===== src/rtl/bus_interconnect_pkg.sv =====
// Shared helpers for the bus interconnect: index-width sizing used by the top
// module and the address decoder.
package bus_interconnect_pkg;

   // Index registers never collapse to zero width, even with a single port.
   function automatic int clog2_min1(input int n);
      return (n <= 1) ? 1 : $clog2(n);
   endfunction

endpackage


===== src/rtl/bus_addr_decode.sv =====
// Combinational base/mask address decoder: reports whether any device claims the
// address and, if several do, the lowest-index claimant.
module bus_addr_decode
   import bus_interconnect_pkg::*;
#(
   parameter int NrDevices    = 1,
   parameter int AddressWidth = 32,
   parameter int DevIdxW      = clog2_min1(NrDevices)
) (
   input  logic [AddressWidth-1:0]                addr,
   input  logic [NrDevices-1:0][AddressWidth-1:0] cfg_base,
   input  logic [NrDevices-1:0][AddressWidth-1:0] cfg_mask,
   output logic [DevIdxW-1:0]                     dev_idx,
   output logic                                   match
);

   logic [NrDevices-1:0] hit;

   for (genvar gi = 0; gi < NrDevices; gi++) begin : g_hit
      assign hit[gi] = ((addr & cfg_mask[gi]) == cfg_base[gi]);
   end

   // Scan from the top down so the lowest matching index is the last to land.
   always_comb begin
      dev_idx = '0;
      match   = 1'b0;
      for (int i = NrDevices - 1; i >= 0; i--) begin
         if (hit[i]) begin
            dev_idx = DevIdxW'(i);
            match   = 1'b1;
         end
      end
   end

endmodule


===== src/rtl/bus_interconnect.sv =====
// Single-cycle multi-host to multi-device interconnect: fixed-priority arbitration,
// base/mask decode and a one-deep response tracker routing replies back to hosts.
module bus_interconnect
   import bus_interconnect_pkg::*;
#(
   parameter int NrDevices    = 1,
   parameter int NrHosts      = 1,
   parameter int DataWidth    = 32,
   parameter int AddressWidth = 32
) (
   input  logic                                    clk_i,
   input  logic                                    rst_i,
   input  logic [NrHosts-1:0]                      host_req_i,
   output logic [NrHosts-1:0]                      host_gnt_o,
   input  logic [NrHosts-1:0][AddressWidth-1:0]    host_addr_i,
   input  logic [NrHosts-1:0]                      host_we_i,
   input  logic [NrHosts-1:0][DataWidth/8-1:0]     host_be_i,
   input  logic [NrHosts-1:0][DataWidth-1:0]       host_wdata_i,
   output logic [NrHosts-1:0]                      host_rvalid_o,
   output logic [NrHosts-1:0][DataWidth-1:0]       host_rdata_o,
   output logic [NrHosts-1:0]                      host_err_o,
   output logic [NrDevices-1:0]                    device_req_o,
   output logic [NrDevices-1:0][AddressWidth-1:0]  device_addr_o,
   output logic [NrDevices-1:0]                    device_we_o,
   output logic [NrDevices-1:0][DataWidth/8-1:0]   device_be_o,
   output logic [NrDevices-1:0][DataWidth-1:0]     device_wdata_o,
   input  logic [NrDevices-1:0]                    device_rvalid_i,
   input  logic [NrDevices-1:0][DataWidth-1:0]     device_rdata_i,
   input  logic [NrDevices-1:0]                    device_err_i,
   input  logic [NrDevices-1:0][AddressWidth-1:0]  cfg_device_addr_base,
   input  logic [NrDevices-1:0][AddressWidth-1:0]  cfg_device_addr_mask
);

   localparam int HostIdxW = clog2_min1(NrHosts);
   localparam int DevIdxW  = clog2_min1(NrDevices);

   logic                    win_found;
   logic [HostIdxW-1:0]     win_idx;
   logic [NrHosts-1:0]      win_oh;
   logic [AddressWidth-1:0] win_addr;
   logic                    win_we;
   logic [DataWidth/8-1:0]  win_be;
   logic [DataWidth-1:0]    win_wdata;
   logic [DevIdxW-1:0]      dec_idx;
   logic                    dec_match;

   logic                    valid_reg,    valid_next;
   logic [HostIdxW-1:0]     host_idx_reg, host_idx_next;
   logic [DevIdxW-1:0]      dev_idx_reg,  dev_idx_next;
   logic                    unmapped_reg, unmapped_next;

   logic                    sel_rvalid;
   logic [DataWidth-1:0]    sel_rdata;
   logic                    sel_err;

   // Lowest-index requester wins; its fields are gathered with a one-hot AND-OR.
   always_comb begin
      win_found = 1'b0;
      win_idx   = '0;
      win_oh    = '0;
      win_addr  = '0;
      win_we    = 1'b0;
      win_be    = '0;
      win_wdata = '0;
      for (int i = 0; i < NrHosts; i++) begin
         if (host_req_i[i] && !win_found) begin
            win_found = 1'b1;
            win_idx   = HostIdxW'(i);
            win_oh[i] = 1'b1;
            win_addr  = host_addr_i[i];
            win_we    = host_we_i[i];
            win_be    = host_be_i[i];
            win_wdata = host_wdata_i[i];
         end
      end
   end

   assign host_gnt_o = win_oh;

   bus_addr_decode #(
      .NrDevices    (NrDevices),
      .AddressWidth (AddressWidth),
      .DevIdxW      (DevIdxW)
   ) u_decode (
      .addr     (win_addr),
      .cfg_base (cfg_device_addr_base),
      .cfg_mask (cfg_device_addr_mask),
      .dev_idx  (dec_idx),
      .match    (dec_match)
   );

   for (genvar gi = 0; gi < NrDevices; gi++) begin : g_dev
      logic dev_sel;
      assign dev_sel            = win_found && dec_match && (dec_idx == DevIdxW'(gi));
      assign device_req_o[gi]   = dev_sel;
      assign device_addr_o[gi]  = dev_sel ? win_addr  : '0;
      assign device_we_o[gi]    = dev_sel && win_we;
      assign device_be_o[gi]    = dev_sel ? win_be    : '0;
      assign device_wdata_o[gi] = dev_sel ? win_wdata : '0;
   end

   assign valid_next    = win_found;
   assign host_idx_next = win_idx;
   assign dev_idx_next  = dec_idx;
   assign unmapped_next = win_found && !dec_match;

   always_ff @(posedge clk_i or posedge rst_i) begin
      if (rst_i) begin
         valid_reg    <= 1'b0;
         host_idx_reg <= '0;
         dev_idx_reg  <= '0;
         unmapped_reg <= 1'b0;
      end else begin
         valid_reg    <= valid_next;
         host_idx_reg <= host_idx_next;
         dev_idx_reg  <= dev_idx_next;
         unmapped_reg <= unmapped_next;
      end
   end

   always_comb begin
      sel_rvalid = 1'b0;
      sel_rdata  = '0;
      sel_err    = 1'b0;
      for (int d = 0; d < NrDevices; d++) begin
         if (dev_idx_reg == DevIdxW'(d)) begin
            sel_rvalid = device_rvalid_i[d];
            sel_rdata  = device_rdata_i[d];
            sel_err    = device_err_i[d];
         end
      end
   end

   // Unmapped accesses answer on their own with an error and zero data.
   for (genvar gi = 0; gi < NrHosts; gi++) begin : g_host
      logic resp_here;
      assign resp_here         = valid_reg && (host_idx_reg == HostIdxW'(gi));
      assign host_rvalid_o[gi] = resp_here && (unmapped_reg || sel_rvalid);
      assign host_err_o[gi]    = resp_here && (unmapped_reg || sel_err);
      assign host_rdata_o[gi]  = (resp_here && !unmapped_reg) ? sel_rdata : '0;
   end

endmodule


===== config.mk =====
export PLATFORM = sky130hd
export DESIGN_NAME = bus_interconnect
export DESIGN_NICKNAME = d
export VERILOG_FILES = /design/src/rtl/bus_interconnect_pkg.sv /design/src/rtl/bus_addr_decode.sv /design/src/rtl/bus_interconnect.sv
export SDC_FILE = /design/constraint.sdc
export NUM_CORES = 1
export LEC_CHECK = 0
export ABC_AREA = 1
export ABC_CLOCK_PERIOD_IN_PS = 1400
export BUFFER_PORTS_ARGS = -buffer_cell sky130_fd_sc_hd__buf_2
export CORE_AREA = 2 2 108 110
export CTS_BUF_LIST = sky130_fd_sc_hd__clkbuf_16
export DETAILED_ROUTE_END_ITERATION = 10
export DIE_AREA = 0 0 110 112
export PLACE_DENSITY = 0.59
export SLEW_MARGIN = 20
export SYNTH_ARGS = -nofsm -noshare
export SYNTH_HDL_FRONTEND = slang
export SYNTH_SLANG_ARGS = --single-unit

===== constraint.sdc =====
create_clock -name clk_i -period 1.4 [get_ports clk_i]
set_input_delay 0.07 -clock clk_i [delete_from_list [all_inputs] [get_ports clk_i]]
set_output_delay 0.07 -clock clk_i [all_outputs]
set_load 0.01 [all_outputs]

======== After elaboration in Yosys (flattened, before gate mapping) ========
Cells that the tools add are included.
word-level totals
  input bits .............................. 170
  logic and storage cells ................. 24
  bits in registers ....................... 2
operators by class
  bitwise logic cells ..................... 1
  equality and inequality tests ........... 1
  muxes and demuxes ....................... 10
  reduce and logical (&&, ||, !) cells .... 10
operator list
  cell                number
  32-bit 2-to-1 mux   5
  32-bit bitwise AND  1
  32-bit == test      1
  4-bit 2-to-1 mux    2
  1-bit logical AND   6
  1-bit 2-to-1 mux    3
  1-bit zero test     2
  1-bit logical OR    2

======== Longest topological paths before layout ========
  depth after elaboration ................. 6
  mapped depth ............................ 14
  gate-level depth less buffers ........... 10

======== Modules after synthesis ========
From an unflattened synthesis, not the netlist that was laid out.
unflattened totals
  cells, all modules ...................... 442
  area total of the unflattened synthesis .. 2,067.0 um2
modules (own cells, without submodules)
  module            area an instance (um2)  times used  cells each  seq. area each (um2)
  bus_interconnect  1,318.8                 1           265         75.1
  bus_addr_decode   748.2                   1           177         0.0

======== Worst setup path after synthesis ========
OpenSTA, ideal clock, no wires.
  kind .................................... input to output
  from .................................... input port host_req_i
  to ...................................... output port device_wdata_o[12] (netlist name)
  stages on the path ...................... 13
  data required time ...................... 1,330 ps
  path buffers ............................ 4
  data arrival time ....................... 1,326 ps
  setup slack ............................. 4 ps
  cell sequence ........................... buf_6 buf_6 nand3_1 nand2_1 nand2_1 nand2_1 nor2_1 nand2_1 nor2_1 nand3_1 buf_4 buf_6 nor2_2
RTL lines
  what             line                    source
  start, declared  bus_interconnect.sv:13  input logic [NrHosts-1:0] host_req_i,
  end, declared    bus_interconnect.sv:26  output logic [NrDevices-1:0][DataWidth-1:0] device_wdata_o,

==> metrics.yaml <==
routing:
  post-route-drc-count: 0
  initial_drc_count: 112
  detailedRoute.firstPassIterationCount: 4
  detail_route.vias_per_cell: 4.11
  antenna_violating_nets_post_route: 0
  wirelength_microns: 10700
  via_count: 3550
  wirelength_per_cell_microns: 12.4
cts:
  cts_tree: "yes"
  clock_path_buffers: 2
  cts_buffers: 3
  clock_tree.htree_level_count: 1
  cts_root_buf: "sky130_fd_sc_hd__clkbuf_16"
  tritoncts_num_sinks: 2
  cts.reportedPaths.clkPinSlew_ps: 30
sta:
  maxSlewViolCount: 0
  timing.hold.ws_ps: 207
  max_freq_mhz: 605
  fin_ws_ps: -253
  finalHoldViolations: 0
  actual_transition_at_the_worst_max_transition_pin_ps: 269
  unrepaired_setup_endpoints_after_global_routing: "true"
  final.period_utilization_pct: 118
  layout_min_cycle_time_ps: 1650
  finalSetupViolCount: 71
  slew_headroom_pct: 81.9
finish:
  drive_gt1_share_pct: 57.3
  antenna_cells: 0
  instances_no_fill: 864
  design.final.nets: 893
  area_growth_syn_to_layout_pct: 143
floorplanning:
  fp.dieArea_sq_mm: 0.0123
  boundaryPins: 275
  die_w_microns: 110
  design.core.area_sq_mm: 0.0112
  fp.dieH_microns: 112
  row_count: 39
  start_util_pct: 17.0
yosys:
  synthesis.instances: 424
  synth.distinct_cells: 15
  synth-seq-area-share_pct: 2.64
  ys_warn_count: 0
  syn-mean-instance-area_sq_um: 4.48
  synth_nets: 594
  mappedNetlistArea_sq_mm: 0.00190
  yosys_register_bits: 2
placed_design:
  place.gp.congestion: 0.785
  port_buffers: 274
  post-place-cells: 841
  dp.final_hpwl_microns: 7740
worst_setup_path:
  worst_setup_path_startpoint: "host_req_i"
  timing.critical_path.to_type: "primary output"
  worstPathMaxFanout: 22
  required_ps: 1330
  crit_type: "input port to primary output"
  crit_path_end: "device_addr_o[22]"
  worstSetupStartpointType: "input port"
  cp.arrival_ps: 1580
global_route:
  grt_pass1_wl_microns: 14100
  grtUsageTotal_pct: 14.1
  first_global_vias: 3005
  grt_start_max_net_pins: 39
  grt_antenna_before_repair: 0
  grt_overflow_total: 0
job:
  max-cap-violations: 0
run_status:
  violations: "setup timing"
  run_status: "complete, but fails checks"
min_path:
  hp-class: "input port to flop"
  hold_path_depth: 2
pwr:
  leakage_nw: 2.89
  p_per_area_mw_per_mm2: 297
  irDropWorstVdd_uv: 351
==> worst min path at each step <==
stage                        end  slack, ps  startpoint
global route           valid_reg        220  host_req_i
global placement    unmapped_reg        -80       rst_i
floorplan           unmapped_reg       -190       rst_i
CTS                    valid_reg        230  host_req_i
detailed placement     valid_reg        -70       rst_i
finish                 valid_reg        210  host_req_i
==> cells in the final DEF (no fill, tap or decap), drive strengths merged <==
master	n
buf	307
nor2	117
inv	108
nand2	106
nand4	32
nand3	26
clkbuf	10
o21bai	7
clkinv	2
dfrtp	2
or2	1
a21boi	1
bufbuf	1
dlygate4sd3	1
==> logic make-up after synthesis <==
family	after synthesis	share of synthesized area (%)
and+or+nand+nor	282	64.5
buffers and inverters	132	29.7
AOI/OAI and AO/OA	8	3.16
DFF	2	2.64
==> cell usage after synthesis (all sizes together) <==
library cell | instances | area (sq um)
o21bai | 7 | 52.6
inv | 108 | 405
a21boi | 1 | 7.51
buf | 15 | 125
nand2 | 106 | 398
nor2 | 117 | 489
clkbuf | 7 | 26.3
dfrtp | 2 | 50.1
nand4 | 32 | 200
clkinv | 2 | 7.51
or2 | 1 | 6.26
nand3 | 26 | 130
==> per-layer routing <==
metal  up-vias  wire [microns]  GRT usage [%]
met5         -               0              0
met4         0              19           1.18
met3         2             904           2.46
met2       153            5650           27.5
met1      1552            4160           16.2
li1       1843               -              -
==> repair_timing <==
action                                 4_1_cts  5_1_grt
hold buffers                                 1        0
gates cloned                                 8        7
pin swaps                                    6        9
setup endpoints to repair                   77       82
endpoints found under the hold margin        2        0
resized for setup                           31      124
setup buffers                                0        4
==> final cells by class <==
cell class	instances	area, sq um
Fill cell	1211	6570
Clock buffer	3	75.1
Multi-Input combinational cell	290	1640
Inverter	110	413
Tap cell	143	179
Timing Repair Buffer	316	2250
Sequential cell	2	50.0
==> critical path, cell delays in order <==
cell	delay, ps
sky130_fd_sc_hd__buf_16	130
sky130_fd_sc_hd__buf_16	160
sky130_fd_sc_hd__nand4_1	90
sky130_fd_sc_hd__nand2_1	50
sky130_fd_sc_hd__inv_1	50
sky130_fd_sc_hd__nand2_1	40
sky130_fd_sc_hd__nor2_1	120
sky130_fd_sc_hd__nand2_2	80
sky130_fd_sc_hd__nor2_4	160
sky130_fd_sc_hd__nand2_4	90
sky130_fd_sc_hd__buf_6	130
sky130_fd_sc_hd__buf_16	150
sky130_fd_sc_hd__nor2_2	100
sky130_fd_sc_hd__buf_2	140
==> where the power goes <==
| group | total (W) | internal, W | leakage [nW] | switching [W] |
|---|---|---|---|---|
| Combinational | 0.000878 | 0.000451 | 2.83 | 0.000427 |
| Clock | 0.000427 | 0.000363 | 0.0370 | 0.0000640 |
| Sequential | 0.0000626 | 0.0000612 | 0.0233 | 0.00000143 |
| Total | 0.00137 | 0.000876 | 2.89 | 0.000492 |
==> per-stage QoR <==
stage / area, sq um / util [%] / total power (W) / setup TNS [ps] / setup slack [ps]
2_1_floorplan: 1900 / - / 0.000352 / 0 / 4.34
3_3_place_gp: 3520 / 31.5 / 0.000731 / -24580 / -405
3_5_place_dp: 3520 / 31.5 / 0.000739 / -25580 / -421
4_1_cts: 3920 / 35.1 / 0.00126 / -16280 / -268
5_1_grt: 4610 / 41.2 / 0.00148 / -23200 / -356
6_report: 4610 / 41.2 / 0.00137 / -13560 / -253
Note: power is estimated with default switching activity, not from simulation.
